**config.mk**
```make
export PLATFORM = sky130hd
export DESIGN_NAME = ram16_initiator
export DESIGN_NICKNAME = d
export VERILOG_FILES = /design/src/rtl/ram16_initiator.sv
export SDC_FILE = /design/constraint.sdc
export NUM_CORES = 1
export LEC_CHECK = 0
export ABC_AREA = 1
export BUFFER_PORTS_ARGS = -buffer_cell sky130_fd_sc_hd__buf_2
export CAP_MARGIN = 40
export CORE_MARGIN = 10
export CORE_UTILIZATION = 50
export DETAILED_ROUTE_END_ITERATION = 16
export PLACE_DENSITY_LB_ADDON = 0.1
export SETUP_SLACK_MARGIN = 0.4
export SLEW_MARGIN = 20
export SYNTH_ARGS = -nofsm -noshare
export SYNTH_HDL_FRONTEND = slang
export SYNTH_SLANG_ARGS = --single-unit
export TNS_END_PERCENT = 10
```
**constraint.sdc**
```tcl
create_clock -name clk -period 5 [get_ports clk]
set_clock_uncertainty 0.15 [all_clocks]
set_input_delay 1 -clock clk [delete_from_list [all_inputs] [get_ports clk]]
set_output_delay 1 -clock clk [all_outputs]
set_load 0.1 [all_outputs]
```
**src/rtl/ram16_initiator.sv**
```systemverilog
// Host-side controller for the 4x32 byte-strobed RAM16 macro: steers byte/half/word
// requests onto the strobed port, extracts right-aligned read data, and runs a clear sequence.
module ram16_initiator #(
  parameter logic [31:0] CLR_VALUE = 32'h0000_0000,
  parameter bit          SIGN_EXT  = 1'b0
) (
  input  logic        clk,
  input  logic        rst_n,
  input  logic        req_valid,
  output logic        req_ready,
  input  logic        req_we,
  input  logic [3:0]  req_addr,
  input  logic [1:0]  req_size,
  input  logic [31:0] req_wdata,
  output logic        resp_valid,
  input  logic        resp_ready,
  output logic [31:0] resp_rdata,
  output logic        resp_err,
  input  logic        clr_start,
  output logic        clr_done,
  output logic        busy,
  output logic        ram_en,
  output logic [3:0]  ram_we,
  output logic [1:0]  ram_a,
  output logic [31:0] ram_di,
  input  logic [31:0] ram_do
);

  typedef enum logic [1:0] {IDLE, ACCESS, RESP, CLEAR} state_t;

  state_t     state;
  logic       lat_we;
  logic [1:0] lat_lane;
  logic [1:0] lat_size;

  function automatic logic is_legal(input logic [3:0] addr, input logic [1:0] size);
    logic ok;
    case (size)
      2'd0:    ok = 1'b1;
      2'd1:    ok = ~addr[0];
      2'd2:    ok = (addr[1:0] == 2'b00);
      default: ok = 1'b0;
    endcase
    return ok;
  endfunction

  function automatic logic [3:0] strobe(input logic [1:0] size, input logic [1:0] lane);
    logic [3:0] s;
    case (size)
      2'd0:    s = 4'b0001 << lane;
      2'd1:    s = 4'b0011 << lane;
      default: s = 4'hF;
    endcase
    return s;
  endfunction

  function automatic logic [31:0] steer(input logic [1:0] size, input logic [31:0] wdata);
    logic [31:0] d;
    case (size)
      2'd0:    d = {4{wdata[7:0]}};
      2'd1:    d = {2{wdata[15:0]}};
      default: d = wdata;
    endcase
    return d;
  endfunction

  function automatic logic [31:0] extract(input logic [31:0] rdo, input logic [1:0] size,
                                          input logic [1:0] lane);
    logic [31:0] sh;
    logic [31:0] d;
    sh = rdo >> {lane, 3'b000};
    case (size)
      2'd0:    d = {{24{SIGN_EXT & sh[7]}}, sh[7:0]};
      2'd1:    d = {{16{SIGN_EXT & sh[15]}}, sh[15:0]};
      default: d = sh;
    endcase
    return d;
  endfunction

  // clr_start must win over a simultaneous request, so ready drops combinationally with it.
  assign req_ready = rst_n & (state == IDLE) & ~clr_start;
  assign busy      = (state != IDLE);

  always_ff @(posedge clk or negedge rst_n) begin
    if (!rst_n) begin
      state      <= IDLE;
      lat_we     <= 1'b0;
      lat_lane   <= 2'd0;
      lat_size   <= 2'd0;
      resp_valid <= 1'b0;
      resp_rdata <= 32'h0;
      resp_err   <= 1'b0;
      clr_done   <= 1'b0;
      ram_en     <= 1'b0;
      ram_we     <= 4'h0;
      ram_a      <= 2'd0;
      ram_di     <= 32'h0;
    end else begin
      clr_done <= 1'b0;
      case (state)
        IDLE: begin
          if (clr_start) begin
            state  <= CLEAR;
            ram_en <= 1'b1;
            ram_we <= 4'hF;
            ram_a  <= 2'd0;
            ram_di <= CLR_VALUE;
          end else if (req_valid) begin
            lat_we   <= req_we;
            lat_lane <= req_addr[1:0];
            lat_size <= req_size;
            if (is_legal(req_addr, req_size)) begin
              state  <= ACCESS;
              ram_en <= 1'b1;
              ram_a  <= req_addr[3:2];
              ram_we <= req_we ? strobe(req_size, req_addr[1:0]) : 4'h0;
              ram_di <= req_we ? steer(req_size, req_wdata) : 32'h0;
            end else begin
              state      <= RESP;
              resp_valid <= 1'b1;
              resp_err   <= 1'b1;
              resp_rdata <= 32'h0;
            end
          end
        end
        ACCESS: begin
          state      <= RESP;
          ram_en     <= 1'b0;
          ram_we     <= 4'h0;
          ram_a      <= 2'd0;
          ram_di     <= 32'h0;
          resp_valid <= 1'b1;
          resp_err   <= 1'b0;
          resp_rdata <= lat_we ? 32'h0 : extract(ram_do, lat_size, lat_lane);
        end
        RESP: begin
          if (resp_ready) begin
            state      <= IDLE;
            resp_valid <= 1'b0;
            resp_rdata <= 32'h0;
            resp_err   <= 1'b0;
          end
        end
        CLEAR: begin
          if (ram_a == 2'd3) begin
            state    <= IDLE;
            ram_en   <= 1'b0;
            ram_we   <= 4'h0;
            ram_a    <= 2'd0;
            ram_di   <= 32'h0;
            clr_done <= 1'b1;
          end else begin
            ram_a <= ram_a + 2'd1;
          end
        end
        default: state <= IDLE;
      endcase
    end
  end

endmodule

```
# Yosys cells after proc, flatten, opt, wreduce, memory -nomap -nowiden
# Cells that the tools add are included.
# totals
elab_cells	95
regBits	81
out_inout_bits	76
input_bits	76
# op_classes
shift	3
add_sub_neg	1
n_bitwise	4
n_mux	49
n_eq_ne	14
n_reduce_logical	12
# ops
cell	n
$mux 32	10
$pmux 32 s3	2
$pmux 32 s2	2
$shr 32x5->32	1
$mux 4	5
$mux 2	9
$mux 1	13
$pmux 1 s3	4
$pmux 4 s3	1
$ne 2x2->1 const B	5
$reduce_and 3->1	3
$eq 2x2->1 const B	4
$logic_not 2->1	4
$pmux 2 s4	1
$pmux 4 s2	1
$eq 2x1->1 const B	3
$pmux 2 s3	1
$reduce_bool 3->1	2
$reduce_and 5->1	1
$reduce_and 4->1	1
$shl 1x2->4 const A	1
$shl 2x2->4 const A	1
$ne 3x2->1 const B	1
$ne 3x3->1 const B	1
other kinds (4)	6

# Logic depth before layout (Yosys ltp)
# Gate-level depths: netlist of run 1.
# depth
ltp_word	9
depth_mapped	10
mapped_depth_nobuf	9

# Least setup slack after synthesis of run 1
# OpenSTA, ideal clock, no wires.
# synth_timing
kind	input-to-output
startpoint	input rst_n
endpoint	output req_ready
n_path_buf	0
cell_stages	2
slack_ns	1.553
required_time_ns	3.850
arrival_time_ns	2.297
path_cell_list	nand2_1 -> nor2_1
# synth_between
elab_chain_len	2
# synth_rtl
element	line	rtl
start, declared	8	input logic rst_n,
$and 1x1->1 (2 in series)	81	assign req_ready = rst_n & (state == IDLE) & ~clr_start;
end, declared	10	output logic req_ready,
# No other way between the ends.

# Final worst setup path of run 1
# Same ends and word-level chain as after synthesis.

==> summary.txt, run 1 <==
Status
  • Status: finished, final reports clean

Pwr
  • Leak: 0.002900 uW
  • Gate power share: 61.9%
  • Switching share of power: 61.89%
  • NetSw: 2434 uW
  • Sequential Power Share: 25.0%
  • Worst vdd ir: 0.6112 mV
  • PwrDens: 735.8 nW/um^2
  • Internal: 1499 uW
  • Clock power share: 13.2%

Logic synthesis
  • Main area contributors after synthesis: dfrtp_1, nand2_1, o21ai_0, nand3_1, inv_1
  • Syn Nets: 669
  • Synth warn: 0
  • Area leader, netlist: dfrtp_1
  • Top_reg_cell synth: dfrtp_1
  • Seq/Total Area, Yosys: 46.26%
  • Mean post-synth cell area: 7.465 sq um
  • Mapped Cells: 587
  • Share of the synthesized area in the top cell type: 46.26%
  • Async SR Flop Fraction: 100.0%
  • Post-synth EDFFs: 0
  • #FFs+latches synth: 81
  • Synthesized area: 4382 sq um
  • Synth cell types: 26

Die
  • Chip Height: 113.6 um
  • Die W: 113.6 um
  • Ports: 152
  • Core Footprint: 8636 sq um
  • Die ar.: 12910 sq um
  • Rows: 34
  • Starting Density: 50.74%

STA
  • Final Setup Violations: 0
  • Final hold viol count: 0
  • Achievable Freq: 326.2 MHz
  • Relative slew slack: 47.69%
  • Final TNS setup: 0 ns
  • Setup repair after global routing missed its margin: no
  • Slew @ Worst Pin: 0.7819 ns
  • Slew Viols, Final: 0
  • Min Tclk post-route: 3.066 ns
  • Part of the cycle the worst path needs: 61.31%

Critical path
  • Critical path class: in2out
  • Worst setup SP type: primary input
  • Crit path DAT: 1.92 ns
  • Max FO, Critical Path: 26
  • Critical path data required time: 3.85 ns
  • Worst Setup End Kind: output pin

CTS
  • Num Clock Sinks: 81
  • CTS max path bufs: 2
  • Clock transition at path regs: 0.08 ns
  • Worst skew pair latency: 0.36 ns
  • CTS hold repair buffers: 0
  • Htree depth: 3
  • TritonCTS Buffers: 9
  • # resized after CTS: 0
  • Post-CTS setup buffer count: 0
  • CTS tree: done
  • Root Driver: clkbuf_8

Global routing
  • Initial antenna violation count: 0
  • Largest net degree at the start of global routing: 64
  • Global-route wire length before repair: 21850 um
  • GRT Overall Usage: 20.48%
  • Vias in the first global route: 4559
  • Total grt overflow: 0

Place
  • Placer Congestion: 0.9144
  • Placed Cells: 818
  • Buffers on Ports: 151
  • Hpwl dp: 10280 um

Final layout
  • Final #Nets: 803
  • P&R area growth vs syn: 21.96%
  • Antenna Cells: 0
  • Fraction of layout cells with a size suffix above 1: 26.17%
  • Finished Layout Cells: 834

Routing
  • DR vias: 4441
  • DR vias/cell: 5.325
  • Initial drt markers: 285
  • Detailed Routing Iterations Pass 1: 7
  • Post-Route WL: 13580 um
  • DRC: 0
  • Post-DRT Antenna Nets: 0
  • Wire length per cell after detailed routing: 16.28 um

Flow run
  • Max-cap violations: 0

Min path
  • HP Class: reg2reg
metrics by stage:
| stage | util [%] | hold slack, ns | power (uW) | worst slack (ns) | cell area [sq um] |
|---|---|---|---|---|---|
| after detailed placement | 59.42 | 0.3111 | 3430 | 1.794 | 5131 |
| after global routing | 61.88 | 0.3689 | 4155 | 1.840 | 5344 |
| after floorplan | - | 0.3037 | 3048 | 1.553 | 4382 |
| final | 61.88 | 0.3366 | 3932 | 1.934 | 5344 |
| after CTS | 61.88 | 0.3360 | 3953 | 1.910 | 5344 |
| after global placement | 59.29 | 0.3108 | 3396 | 1.885 | 5120 |
worst max-delay path, stage by stage:
cell and delay, ns:
buf_4 0.31, nand2_1 0.09, nor2_1 0.08, buf_2 0.43
final cells by class:
| type | count | area (sq um) |
|---|---|---|
| clock inverters | 5 | 61.31 |
| multi-input cells | 430 | 2011 |
| flip-flops and latches | 81 | 2027 |
| repair buffers | 155 | 792.0 |
| clock buffers | 11 | 151.4 |
| inverters | 44 | 166.4 |
| well taps | 108 | 135.1 |
| fillers | 810 | 3292 |
power by group through the flow:
| stage | Sequential (uW) | Combinational (uW) | Clock [uW] |
|---|---|---|---|
| final | 981 | 2430 | 517 |
| after global routing | 1010 | 2600 | 545 |
| after CTS | 983 | 2450 | 523 |
| after detailed placement | 992 | 2440 | 0 |
| after global placement | 992 | 2400 | 0 |
| after floorplan | 2160 | 890 | 0 |
synth_stat cells, types with 2 or more instances:
cell and count:
a211oi_1 8, a21oi_1 3, buf_2 19, buf_4 3, buf_6 3, clkbuf_1 7, dfrtp_1 81, ha_1 6
inv_1 39, inv_2 4, nand2_1 202, nand2_2 3, nand3_1 52, nand3_2 2, nand4_1 16, nor2_1 37
nor2_2 3, o211ai_1 8, o21ai_0 59, o21ai_1 23, o21ai_2 4
sequential cells by signal, indices dropped and copies added (netlist names):
register	cells
ram_a	2
state	2
resp_valid	1
clr_done	1
resp_rdata	32
ram_di	32
ram_en	1
lat_size	2
ram_we	4
lat_we	1
lat_lane	2
resp_err	1
cells in the final DEF (no fill, tap or decap):
master     instances
nand3_2            2
nand4_1           16
nor2_2             3
o21ai_1           23
nand3_4            1
o22ai_1            1
inv_2              4
clkinv_2           2
inv_6              1
a211oi_1           8
bufinv_16          1
inv_1             39
clkinv_4           2
o21ai_0           59
nor3_1             1
nand3_1           52
nand2_1          202
o21ai_2            4
a21oi_1            3
nor2_4             1
buf_4              4
buf_6              1
nor2_1            37
nand2_2            3
ha_1               6
o211ai_1           8
clkbuf_8          11
dfrtp_1           81
buf_2            150
cell families (layout without fill, tap and decap cells):
group	Yosys count	count (layout)	synth area share, %
AO/OA/AOI/OAI	106	106	13.39
adder cells (fa/ha/maj)	6	6	1.713
buffers and inverters	76	215	7.852
flip-flops	81	81	46.26
AND/OR/NAND/NOR	318	318	30.78
routing by layer:
metal / up-vias / track usage, % / share of wire [%]
met3: 17 / 5.617 / 8.3
met1: 2074 / 23.86 / 41
met2: 159 / 34.90 / 49
met5: - / 0 / 0
met4: 0 / 8.037 / 2.0
li1: 2191 / - / -
path summary, 6_finish.rpt:
kind	end	startpoint	slack, ns	depth (start not counted)
min in group asynchronous	resp_rdata[9]$_DFFE_PN0P_	rst_n	0.40	1
hold / removal	resp_rdata[21]$_DFFE_PN0P_	resp_rdata[21]$_DFFE_PN0P_	0.34	2
max in group asynchronous	ram_di[10]$_DFFE_PN0P_	rst_n	3.25	2
setup reg to reg	ram_we[1]$_DFFE_PN0P_	state[0]$_DFFE_PN0P_	2.54	9
hold reg to reg	resp_rdata[21]$_DFFE_PN0P_	resp_rdata[21]$_DFFE_PN0P_	0.34	2
setup / recovery	req_ready	rst_n	1.93	4
Note: power is estimated with default switching activity, not from simulation.
==> run 2: changes to the inputs <==
==> constraint.sdc (replaced) <==
create_clock -name clk -period 3.04 [get_ports clk]
set_clock_uncertainty 0.15 [all_clocks]
set_input_delay 0.608 -clock clk [delete_from_list [all_inputs] [get_ports clk]]
set_output_delay 0.608 -clock clk [all_outputs]
set_load 0.1 [all_outputs]
==> run 2 against run 1 <==
Compared with the run above:
- wire length grew 1.5%
- die area unchanged
- count of clock-buffer cells in the layout down 1
- via count increased by 1.4%
- core utilization up 0.45 points
- worst hold slack got worse by 0.23 ns
- sequential share of layout area decreased by 0.27 points
- combinational power increased by 67%
- first-iteration DRC count grew 18%
- flip-flop and latch count is the same
- clock power increased by 70%
- critical path depth is 1 higher
- critical endpoint unchanged
==> summary.txt, run 2 (same netlist as run 1, synthesis figures left out) <==
Critical path
  • Critical path data required time: 2.28 ns
  • Critical path endpoint: req_ready
  • RR Endpoint: ram_di[18]$_DFFE_PN0P_
  • R2R depth: 6
  • Max FO, Critical Path: 4
  • Crit path DAT: 1.71 ns
  • R2r setup slk: 0.86 ns
  • RR Startpoint: state[0]$_DFFE_PN0P_
  • Critical path class: reg2out
  • Worst Setup End Kind: output pin
  • Beginning of the critical path: state[1]$_DFFE_PN0P_
  • Worst setup SP type: register

Pwr
  • Worst vdd ir: 1.024 mV
  • Switching share of power: 61.41%
  • NetSw: 4034 uW
  • Internal: 2535 uW
  • PwrDens: 1220 nW/um^2
  • Sequential Power Share: 24.8%
  • Gate power share: 61.9%
  • Clock power share: 13.3%
  • Leak: 0.002915 uW

Place
  • Hpwl dp: 10290 um
  • Post-Place Setup Slack: 0.8129 ns
  • Placer Congestion: 0.9058
  • Buffers on Ports: 151

STA
  • Final TNS setup: 0 ns
  • Setup repair after global routing missed its margin: no
  • Relative slew slack: 50.30%
  • Part of the cycle the worst path needs: 81.18%
  • Final Setup Violations: 0
  • Final WS setup: 0.5721 ns
  • Slew Viols, Final: 0
  • Min Tclk post-route: 2.468 ns
  • Slew @ Worst Pin: 0.7447 ns
  • Achievable Freq: 405.2 MHz
  • Final hold viol count: 0

Global routing
  • Global-route wire length before repair: 22430 um
  • Met1 global-route usage: 25.58%
  • GRT Overall Usage: 21.08%
  • Initial antenna violation count: 0
  • Largest net degree at the start of global routing: 65
  • Vias in the first global route: 4539
  • Total grt overflow: 0
  • GR peak layer: met2
  • Met3 Use GR: 6.247%
  • Met2 usage: 34.21%

CTS
  • Num Clock Sinks: 81
  • Clock transition at path regs: 0.09 ns
  • CTS hold repair buffers: 0
  • CTS tree: done
  • Root Driver: clkbuf_8
  • CTS max path bufs: 2
  • TritonCTS Buffers: 9
  • Post-CTS setup buffer count: 0
  • Worst skew pair latency: 0.35 ns
  • # resized after CTS: 0
  • Htree depth: 3

Die
  • Core Footprint: 8636 sq um
  • Ports: 152
  • Die W: 113.6 um
  • Chip Height: 113.6 um
  • Die ar.: 12910 sq um
  • Starting Density: 50.74%
  • Rows: 34

Routing
  • DR vias: 4502
  • Post-Route WL: 13790 um
  • Wire length per cell after detailed routing: 16.47 um
  • DR vias/cell: 5.379
  • Detailed Routing Iterations Pass 1: 5
  • DRC: 0
  • Initial drt markers: 337
  • Post-DRT Antenna Nets: 0

Final layout
  • Most frequent cells in the layout: nand2_1, buf_2, dfrtp_1, o21ai_0, nand3_1
  • Final #Nets: 806
  • Antenna Cells: 0
  • Largest registers: ram_di: 32 flops, resp_rdata: 32 flops, ram_we: 4 flops
  • Fraction of layout cells with a size suffix above 1: 26.47%
  • P&R area growth vs syn: 22.84%
  • Commonest non-fill, non-tap cell in the layout: nand2_1

Status
  • Status: finished, final reports clean

Flow run
  • Max-cap violations: 0

Min path
  • HP Class: in2async
run 2: cell types whose count changed in the layout (fill, tap and decap cells not counted):
cell,delta
buf_6,-1
buf_12,+1
buf_4,+3
nor2_1,-1
clkbuf_1,+1
bufinv_16,+1
clkinvlp_4,+1
clkbuf_8,-2
clkinv_4,-1
nor2_2,+1
run 2: layout make-up:
| class | count | area, sq um |
|---|---|---|
| Fill cell | 831 | 3253 |
| Clock inverter | 6 | 90.09 |
| Sequential cell | 81 | 2027 |
| Multi-Input combinational cell | 430 | 2013 |
| Inverter | 44 | 166.4 |
| Clock buffer | 10 | 127.6 |
| Timing Repair Buffer | 158 | 823.3 |
| Tap cell | 108 | 135.1 |
run 2: power groups by stage:
stage	Clock, uW	Sequential (uW)	Combinational [uW]
after global routing	938	1670	4350
after global placement	0	1640	4030
after CTS	890	1630	4080
after floorplan	0	3550	1470
final	877	1630	4070
after detailed placement	0	1640	4070
run 2: worst min path at each step:
stage | slack (ns) | to
after floorplan | 0.16 | clr_done$_DFF_PN0_
after global placement | 0.31 | resp_err$_DFFE_PN0P_
after detailed placement | 0.31 | resp_rdata[9]$_DFFE_PN0P_
after CTS | 0.11 | resp_rdata[25]$_DFFE_PN0P_
after global routing | 0.12 | resp_rdata[0]$_DFFE_PN0P_
final | 0.11 | resp_rdata[25]$_DFFE_PN0P_
run 2: worst max-delay path: stages, from the launching register on:
cell	delay [ns]
dfrtp_1	0.41
inv_1	0.13
ha_1	0.25
nand2_1	0.08
nor2_2	0.07
buf_2	0.42
run 2: metrics by stage:
| stage | total power [uW] | utilization (%) | cells | instance area, sq um | hold slack, ns |
|---|---|---|---|---|---|
| final | 6569 | 62.33 | 837 | 5383 | 0.1070 |
| after global routing | 6952 | 62.33 | 837 | 5383 | 0.1192 |
| after CTS | 6593 | 62.33 | 837 | 5383 | 0.1110 |
| after detailed placement | 5709 | 59.81 | 821 | 5165 | 0.3139 |
| after global placement | 5671 | 59.81 | 821 | 5165 | 0.3105 |
| after floorplan | 5014 | - | 587 | 4384 | 0.1624 |
run 2: routing by layer:
layer  part of all wire, %  vias up  routed length, um
met2                    47      204               6531
met4                   2.6        0                361
met3                   9.0       29               1243
li1                      -     2190                  -
met1                    41     2079               5650
met5                     0        -                  0
==> run 3: changes to the inputs <==
--- a/config.mk
+++ b/config.mk
@@ -5,7 +5,7 @@
 export SDC_FILE = /design/constraint.sdc
 export NUM_CORES = 1
 export LEC_CHECK = 0
-export ABC_AREA = 1
+export ABC_AREA = 0
 export BUFFER_PORTS_ARGS = -buffer_cell sky130_fd_sc_hd__buf_2
 export CAP_MARGIN = 40
 export CORE_MARGIN = 10
==> constraint.sdc (replaced) <==
create_clock -name clk -period 2.4 [get_ports clk]
set_clock_uncertainty 0.15 [all_clocks]
set_input_delay 0.48 -clock clk [delete_from_list [all_inputs] [get_ports clk]]
set_output_delay 0.48 -clock clk [all_outputs]
set_load 0.1 [all_outputs]
==> run 3 against run 2 <==
Compared with the run above:
- synthesized cell count fell by 27%
- global-route usage down 2.9 points
- critical endpoint unchanged
- via count fell by 17%
- highest routed layer unchanged
- register-to-register slack got worse by 0.61 ns
- largest cell class is now multi-input gates
- sequential share of layout area is 2.2 points lower
- final cell count shrank 17%
- count of clock-buffer cells in the layout stayed put
- die area increased by 2.2%
- synthesized area grew 2.7%
- critical path type unchanged
==> summary.txt, run 3 <==
Status
  • Status: finished, final reports clean

Logic synthesis
  • Syn Nets: 509
  • Async SR Flop Fraction: 100.0%
  • Mean post-synth cell area: 10.54 sq um
  • Seq/Total Area, Yosys: 45.03%
  • Synth cell types: 36
  • #FFs+latches synth: 81
  • Share of the synthesized area in the top cell type: 45.03%
  • Top_reg_cell synth: dfrtp_1
  • Synth warn: 0
  • Synthesized area: 4502 sq um
  • Top cells by count, synth: dfrtp_1, mux2i_1, nand2_1
  • Mapped Cells: 427
  • Main area contributors after synthesis: dfrtp_1, mux2i_1, mux2_2, mux2_4, nand2_1
  • Most frequent cell after synthesis: dfrtp_1
  • Post-synth EDFFs: 0
  • Area leader, netlist: dfrtp_1

Routing
  • Post-Route WL: 12490 um
  • Detailed Routing Iterations Pass 1: 4
  • Post-DRT Antenna Nets: 0
  • Initial drt markers: 169
  • Wire length per cell after detailed routing: 17.95 um
  • DR vias: 3723
  • DRC: 0
  • DR vias/cell: 5.349

Min path
  • HP Class: in2async

Global routing
  • Global-route wire length before repair: 19400 um
  • Total grt overflow: 0
  • Initial antenna violation count: 1
  • Vias in the first global route: 3853
  • GRT Overall Usage: 18.20%
  • Largest net degree at the start of global routing: 82

CTS
  • CTS tree: done
  • Worst skew pair latency: 0.34 ns
  • CTS max path bufs: 2
  • Htree depth: 3
  • Clock transition at path regs: 0.08 ns
  • Root Driver: clkbuf_8
  • TritonCTS Buffers: 9
  • Num Clock Sinks: 81
  • CTS hold repair buffers: 0

Critical path
  • Crit path DAT: 1.55 ns
  • Critical path data required time: 1.77 ns
  • Worst setup SP type: register
  • Critical path class: reg2out
  • Worst Setup End Kind: output pin
  • Max FO, Critical Path: 3

STA
  • Slew Viols, Final: 0
  • Achievable Freq: 459.5 MHz
  • Final TNS setup: 0 ns
  • Part of the cycle the worst path needs: 90.67%
  • Final hold viol count: 0
  • Setup repair after global routing missed its margin: yes
  • Min Tclk post-route: 2.176 ns
  • Slew @ Worst Pin: 0.6733 ns
  • Relative slew slack: 55.02%
  • Final Setup Violations: 0

Die
  • Starting Density: 51.37%
  • Chip Height: 114.9 um
  • Die W: 114.9 um
  • Die ar.: 13200 sq um
  • Core Footprint: 8763 sq um
  • Rows: 34
  • Ports: 152

Final layout
  • Largest registers: ram_di: 32 flops, resp_rdata: 32 flops, ram_we: 4 flops
  • Most frequent cells in the layout: buf_2, dfrtp_1, mux2i_1, nand2_1, mux2_2
  • P&R area growth vs syn: 27.21%
  • Commonest non-fill, non-tap cell in the layout: buf_2
  • Final #Nets: 666
  • Fraction of layout cells with a size suffix above 1: 43.61%
  • Finished Layout Cells: 696
  • Util after Layout: 65.35%
  • Filler instances: 750

Place
  • Hpwl dp: 9314 um
  • Placed Cells: 674
  • Buffers on Ports: 151
  • Placer Congestion: 0.8534

Pwr
  • Leak: 0.003054 uW
  • Clock power share: 11.7%
  • NetSw: 5022 uW
  • Sequential Power Share: 22.7%
  • Internal: 3954 uW
  • Switching share of power: 55.95%
  • Gate power share: 65.7%
  • Worst vdd ir: 1.155 mV
  • PwrDens: 1567 nW/um^2

Flow run
  • Max-cap violations: 0
==> run 3: cell types whose count changed after synthesis, sizes merged, moves of 8 or more <==
cell / previous run / this run
inv: 43 / 30
buf: 25 / 16
nand2: 205 / 46
nand4: 16 / 0
nor2: 41 / 31
mux2i: 0 / 62
nor2b: 0 / 10
a211oi: 8 / 16
mux2: 0 / 51
o21ai: 86 / 19
a21oi: 3 / 13
nand3: 55 / 1
o211ai: 8 / 0
==> run 3: worst paths after layout <==
| check | from | endpoint | slack [ns] | depth (start not counted) |
|---|---|---|---|---|
| worst max register to register | state[0]$_DFFE_PN0P_ | ram_di[14]$_DFFE_PN0P_ | 0.25 | 9 |
| worst min-delay path | rst_n | resp_rdata[28]$_DFFE_PN0P_ | 0.03 | 2 |
| worst min register to register | ram_di[12]$_DFFE_PN0P_ | ram_di[12]$_DFFE_PN0P_ | 0.35 | 1 |
| max in group asynchronous | rst_n | ram_a[1]$_DFFE_PN0P_ | 1.67 | 2 |
| worst max-delay path | state[0]$_DFFE_PN0P_ | req_ready | 0.22 | 6 |
| min in group clk | ram_do[29] | resp_rdata[29]$_DFFE_PN0P_ | 0.24 | 3 |
==> run 3: worst max-delay path, stage by stage, from the launching register on <==
cell and delay (ns):
dfrtp_1 0.40, inv_2 0.10, ha_4 0.15, clkinvlp_4 0.12, nor2_4 0.11, and2_4 0.16
buf_12 0.17
==> run 3: metal layers <==
| metal | up-vias | wire length (um) | track usage (%) |
|---|---|---|---|
| met5 | - | 0 | 0 |
| met2 | 113 | 5898 | 28.94 |
| li1 | 1782 | - | - |
| met3 | 21 | 922 | 5.729 |
| met1 | 1807 | 5434 | 23.03 |
| met4 | 0 | 238 | 5.858 |
==> run 3: through the flow <==
step / hold slack [ns] / area [sq um] / setup slack, ns / power [uW]
3_5_place_dp: 0.3414 / 5460 / 0.2549 / 7892
4_1_cts: 0.06922 / 5700 / 0.2168 / 9001
2_1_floorplan: 0.03441 / 4538 / -0.02836 / 6883
5_1_grt: 0.06744 / 5727 / 0.1387 / 9382
3_3_place_gp: 0.3353 / 5460 / 0.2937 / 7835
6_report: 0.03418 / 5727 / 0.2239 / 8976
==> run 3: power groups by stage <==
| stage | clock [uW] | sequential [uW] | combinational (uW) |
|---|---|---|---|
| after floorplan | 0 | 4690 | 2200 |
| after global placement | 0 | 2050 | 5780 |
| after detailed placement | 0 | 2070 | 5830 |
| after CTS | 1070 | 2040 | 5900 |
| after global routing | 1120 | 2080 | 6180 |
| final | 1050 | 2040 | 5890 |
==> run 3: repair_timing <==
item	in CTS	in global routing
endpoints found under the hold margin	0	0
gates resized for setup	1	2
setup endpoints to repair	46	72
buffers inserted	5	2
pin swaps	2	2
==> run 3: final cells by class <==
class                           instances  area [sq um]  share of cell area [%]
Antenna cell                            1         2.502                 0.04370
Clock buffer                           10         127.6                   2.229
Clock inverter                          4         70.07                   1.224
Inverter                               30         116.4                   2.032
Multi-Input combinational cell        288          2262                   39.50
Sequential cell                        81          2029                   35.44
Tap cell                              108         135.1                   2.360
Timing Repair Buffer                  174         983.4                   17.17
==> run 3: logic make-up after synthesis <==
| group | synth area share, % |
|---|---|
| flops | 45.02 |
| compound gates | 9.366 |
| simple gates | 10.59 |
| buf+inv | 5.725 |
| fa+ha+maj | 1.668 |
| mux | 27.63 |
